--- config.mk ---
export PLATFORM = sky130hd
export DESIGN_NAME = adc_scan_controller
export DESIGN_NICKNAME = d
export VERILOG_FILES = /design/src/rtl/adc_pkg.sv /design/src/rtl/adc_next_ch.sv /design/src/rtl/adc_scan_controller.sv
export SDC_FILE = /design/constraint.sdc
export NUM_CORES = 1
export LEC_CHECK = 0
export CORE_MARGIN = 2
export CORE_UTILIZATION = 45
export DETAILED_ROUTE_END_ITERATION = 10
export GPL_ROUTABILITY_DRIVEN = 0
export PLACE_DENSITY = 0.77
export SLEW_MARGIN = 20
export SYNTH_ARGS = -nofsm -noshare
export SYNTH_HDL_FRONTEND = slang
export SYNTH_SLANG_ARGS = --single-unit
--- constraint.sdc ---
create_clock -name clk -period 1.4 [get_ports clk]
set_input_delay 0.14 -clock clk [delete_from_list [all_inputs] [get_ports clk]]
set_output_delay 0.14 -clock clk [all_outputs]
set_load 0.01 [all_outputs]
--- src/rtl/adc_pkg.sv ---
// Shared types and constants for the two-channel SAR ADC scan controller.
package adc_pkg;

  localparam int ADC_DATA_W      = 10;
  localparam int ADC_CONV_CYCLES = 10;
  localparam int ADC_NUM_CH      = 2;
  localparam int ADC_CH_W        = 1;

  typedef enum logic [2:0] {
    IDLE,
    START,
    CONV,
    CAPTURE,
    OUT
  } adc_state_t;

  // Lowest-numbered enabled channel; 0 when nothing is enabled.
  function automatic logic [ADC_CH_W-1:0] lowest_ch(input logic [ADC_NUM_CH-1:0] en);
    lowest_ch = '0;
    for (int i = ADC_NUM_CH - 1; i >= 0; i--) begin
      if (en[i]) lowest_ch = ADC_CH_W'(i);
    end
  endfunction

endpackage

--- src/rtl/adc_next_ch.sv ---
// Picks the next enabled channel above the current one (ascending, wrapping)
// and flags when the current channel is the last of the pass.
module adc_next_ch
  import adc_pkg::*;
(
  input  logic [ADC_NUM_CH-1:0] snapshot,
  input  logic [ADC_CH_W-1:0]   ch,
  output logic [ADC_CH_W-1:0]   next_ch,
  output logic                  last_in_pass
);

  always_comb begin
    next_ch      = lowest_ch(snapshot);
    last_in_pass = 1'b1;
    for (int i = ADC_NUM_CH - 1; i >= 0; i--) begin
      if (i > int'(ch) && snapshot[i]) begin
        next_ch      = ADC_CH_W'(i);
        last_in_pass = 1'b0;
      end
    end
  end

endmodule

--- src/rtl/adc_scan_controller.sv ---
// Scan sequencer for the two-channel 10-bit SAR ADC with valid/ready output.
// Optional threshold alarm is built when ADC_THRESH_EN is defined.
//
// state   | meaning
// IDLE    | waiting for start with a nonzero channel enable
// START   | adc_restart pulse; ADC loads its midscale code
// CONV    | counting CONV_CYCLES while the SAR resolves bits
// CAPTURE | result is final; latch it into the output register
// OUT     | sample_valid held until sample_ready, then next channel
module adc_scan_controller
  import adc_pkg::*;
#(
  parameter int DATA_W      = ADC_DATA_W,
  parameter int CONV_CYCLES = ADC_CONV_CYCLES,
  parameter int CNT_W       = 4
) (
  input  logic                  clk,
  input  logic                  reset,
  input  logic                  start,
  input  logic                  continuous,
  input  logic [ADC_NUM_CH-1:0] ch_enable,
  output logic                  adc_restart,
  output logic [ADC_CH_W-1:0]   adc_channel,
  input  logic [DATA_W-1:0]     adc_result,
  output logic [DATA_W-1:0]     sample_data,
  output logic [ADC_CH_W-1:0]   sample_ch,
  output logic                  sample_valid,
  input  logic                  sample_ready,
  output logic                  busy
`ifdef ADC_THRESH_EN
  ,
  input  logic [DATA_W-1:0]     thresh,
  output logic                  alarm
`endif
);

  adc_state_t            state, state_nxt;
  logic [CNT_W-1:0]      cnt;
  logic [ADC_NUM_CH-1:0] snap;
  logic [ADC_CH_W-1:0]   next_ch;
  logic                  last_in_pass;

  adc_next_ch u_next_ch (
    .snapshot    (snap),
    .ch          (adc_channel),
    .next_ch     (next_ch),
    .last_in_pass(last_in_pass)
  );

  always_comb begin
    state_nxt   = state;
    adc_restart = 1'b0;
    busy        = (state != IDLE);
    case (state)
      IDLE:    if (start && ch_enable != '0) state_nxt = START;
      START: begin
        adc_restart = 1'b1;
        state_nxt   = CONV;
      end
      CONV:    if (cnt == CNT_W'(CONV_CYCLES - 1)) state_nxt = CAPTURE;
      CAPTURE: state_nxt = OUT;
      OUT: begin
        if (sample_ready) begin
          if (!last_in_pass)                      state_nxt = START;
          else if (continuous && ch_enable != '0) state_nxt = START;
          else                                    state_nxt = IDLE;
        end
      end
      default: state_nxt = IDLE;
    endcase
  end

  // The ADC keeps re-comparing after the last bit, so the result is only
  // trustworthy at the fixed CAPTURE count; adc_channel only moves at
  // scan start or on a transfer so the input mux never switches mid-conversion.
  always_ff @(posedge clk) begin
    if (reset) begin
      state        <= IDLE;
      cnt          <= '0;
      snap         <= '0;
      adc_channel  <= '0;
      sample_data  <= '0;
      sample_ch    <= '0;
      sample_valid <= 1'b0;
`ifdef ADC_THRESH_EN
      alarm        <= 1'b0;
`endif
    end else begin
      state <= state_nxt;
      case (state)
        IDLE: begin
          if (start && ch_enable != '0) begin
            snap        <= ch_enable;
            adc_channel <= lowest_ch(ch_enable);
          end
        end
        START: cnt <= '0;
        CONV:  cnt <= cnt + CNT_W'(1);
        CAPTURE: begin
          sample_data  <= adc_result;
          sample_ch    <= adc_channel;
          sample_valid <= 1'b1;
`ifdef ADC_THRESH_EN
          alarm        <= (adc_result > thresh);
`endif
        end
        OUT: begin
          if (sample_ready) begin
            sample_valid <= 1'b0;
            if (!last_in_pass) begin
              adc_channel <= next_ch;
            end else if (continuous) begin
              snap <= ch_enable;
              if (ch_enable != '0) adc_channel <= lowest_ch(ch_enable);
            end
          end
        end
        default: ;
      endcase
    end
  end

endmodule

==> impl_metrics.json, run 1 <==
{
  "clk_latency_ps": 300,
  "crit_type": "flop to output pin",
  "skew_ps": 3.73,
  "seq_power_share_pct": 50.6,
  "clk_path_buf_depth": 2,
  "core.rowCount": 17,
  "synthCells": 126,
  "clockPowerShare_pct": 23.2,
  "cts_buffers": 3,
  "die_h_um": 52.0,
  "core-area_sq_mm": 0.00219,
  "initial_utilization_pct": 47.3,
  "fin_ws_ps": 43.5,
  "p_sw_mw": 0.372,
  "syn2layout_area_growth_pct": 44.8,
  "hp-class": "primary input to flop",
  "dp_slack_ps": -157,
  "drc": 0,
  "drive_above_1_share_pct": 18.8,
  "wirelength_mm": 2.61,
  "r2r_cells": 4,
  "synth_fp_nets": 145,
  "worstSetupEndpointType": "output pin",
  "n_antenna_cell": 0,
  "dp_hpwl_mm": 2.03,
  "netlist_area_sq_mm": 0.00104,
  "status": "completed",
  "rsz0062_at_grt": "no",
  "cts_hold_buf": 0,
  "cp_max_fo": 2,
  "grt_overflow_total": 0,
  "final_max_slew_viol_count": 0,
  "register_area_sq_um": 423,
  "cpPeakStageDelay_ps": 540,
  "fmax_ghz": 0.737,
  "ys_warn_count": 0,
  "max_slew_margin_pct": 82.9,
  "grt_first_pass_wirelength_mm": 4.24,
  "clk_pin_slew_ps": 120,
  "finalPower_mw": 1.28,
  "yosys.area.top_type": "dfxtp_1",
  "cts.root.buffer_cell": "clkbuf_4",
  "clock_sinks": 21,
  "post-route-period-util_pct": 96.9,
  "max-cap-violations": 0,
  "fill_cells": 175,
  "htree_levels": 1,
  "drtAntennaViolNets": 0,
  "grt_pass1_vias": 988,
  "io_pins": 32,
  "grt_max_degree": 15,
  "vias": 1059,
  "die_area_sq_mm": 0.00271,
  "via_per_inst": 5.35,
  "wire_per_inst_um": 13.2,
  "drt_iter0_drc": 16,
  "startpoint_type": "flop",
  "synth_area_leaders": "dfxtp_1 41%, a21oi_1 8.2%, nand3_1 6.3%",
  "path_buf_inv": 1,
  "p_leak_nw": 0.599,
  "portBuffers": 31,
  "cp_data_required_time_ps": 1260,
  "dieWidth_um": 52.0,
  "p_int_mw": 0.907,
  "ys_types": 39,
  "period_needed_ps": 1360,
  "synthArstFlopShare_pct": 0,
  "drt_first_pass_iters": 4,
  "yosys-top-cells-count": "21 x dfxtp_1, 17 x a21oi_1, 16 x nand2_1",
  "grt_util_all_layers_pct": 21.1,
  "ys_seq_area_share_pct": 40.5,
  "worstPathArrival_ps": 1220,
  "ys.flop_type": "dfxtp_1",
  "crit_chain": "clkdlybuf4s50_1",
  "hold_violations": 0,
  "setup_violations": 0,
  "nNetsFinal": 190,
  "min_path_cells": 3,
  "worstMarginPinSlew_ps": 254,
  "postLayoutCoreUtil_pct": 68.5,
  "peakVddDrop_mv": 0.704,
  "switching_share_pct": 29.1,
  "critPathSlowestCell": "clkdlybuf4s50_1",
  "cp.depth": 1,
  "synth_edf_count": 0,
  "synth_seq_cells": 21,
  "syn_area_per_cell_sq_um": 8.23,
  "grt_antenna_before_repair": 0,
  "synth_top_area_share_pct": 40.5,
  "power-per-cell-area_mw_per_mm2": 852,
  "worst_path_dominant_cell_family": "buffers and inverters",
  "multi_input_area_sq_um": 549,
  "cts_tree": "done",
  "pwr-share-comb_pct": 26.2,
  "whs_ps": 397,
  "yosysMostFrequentCell": "dfxtp_1"
}
==> layout by cell type (no fill, tap or decap), drive strengths merged, types with 4 or more instances in the layout <==
cell type / n
a21oi: 17
buf: 19
clkdlybuf4s50: 26
dfxtp: 21
nand2: 16
nand3: 13
nor2: 4
nor2b: 5
o21ai: 10
==> area by class of cell <==
| cell class | instances | share of cell area [%] |
|---|---|---|
| multi-input combinational | 93 | 36.6 |
| timing repair buffer | 49 | 30.3 |
| sequential | 21 | 28.2 |
| tap | 28 | 2.33 |
| clock buffer | 3 | 1.50 |
| inverter | 3 | 0.750 |
| clock inverter | 1 | 0.333 |
==> per-stage QoR <==
stage	cell area, sq um	TNS (ps)	cells
global placement	1470	-112	194
global route	1500	0	198
detailed placement	1470	-159	194
CTS	1490	0	198
floorplan	1040	0	126
finish	1500	0	198
==> state kept, by name (all words and copies together) (netlist names) <==
signal,count
sample_valid,1
sample_ch,1
adc_channel,1
cnt,4
sample_data,10
state,3
snap,1
==> kinds of logic after synthesis <==
kind of cell	share of synthesized area, %
compound gates	21.1
xor+xnor	0.845
fa+ha+maj	2.41
buf+inv	6.75
flops	40.5
mux	2.05
simple gates	26.3
==> power groups by stage <==
stage               Sequential, mW  Clock (mW)  Combinational, mW
floorplan                    0.661           0              0.170
global placement             0.658           0              0.332
detailed placement           0.659           0              0.342
CTS                          0.647       0.305              0.334
global route                 0.651       0.322              0.364
finish                       0.648       0.297              0.335
==> per-layer routing <==
metal | vias up | GRT usage, % | part of all wire, %
li1 | 529 | - | -
met1 | 501 | 25.4 | 43
met2 | 23 | 36.3 | 52
met3 | 6 | 3.16 | 3.3
met4 | 0 | 10.5 | 1.8
met5 | - | 0 | 0
==> worst paths after layout <==
kind	end	slack, ps	from
hold reg to reg	sample_data[1]	470	sample_data[1]
setup reg to reg	adc_channel	70	state[2]
hold / removal	sample_data[8]	400	adc_result[8]
setup / recovery	sample_data[9]	40	sample_data[9]
==> timing repair <==
| item | CTS | global route |
|---|---|---|
| endpoints found under the setup margin | 3 | 3 |
| hold endpoints to repair | 0 | 0 |
| buffers inserted | 0 | 0 |
| pin swaps | 0 | 0 |
| resized for setup | 8 | 3 |
(Power assumes the default switching activity.)
==> run 2: changes to the inputs <==
--- a/config.mk
+++ b/config.mk
@@ -7,6 +7,7 @@
 export LEC_CHECK = 0
 export CORE_MARGIN = 2
 export CORE_UTILIZATION = 45
+export CTS_CLUSTER_SIZE = 16
 export DETAILED_ROUTE_END_ITERATION = 10
 export GPL_ROUTABILITY_DRIVEN = 0
 export PLACE_DENSITY = 0.77
==> results of run 2 <==
Same layout as run 1: the final DEF is identical, and so are final timing and power.
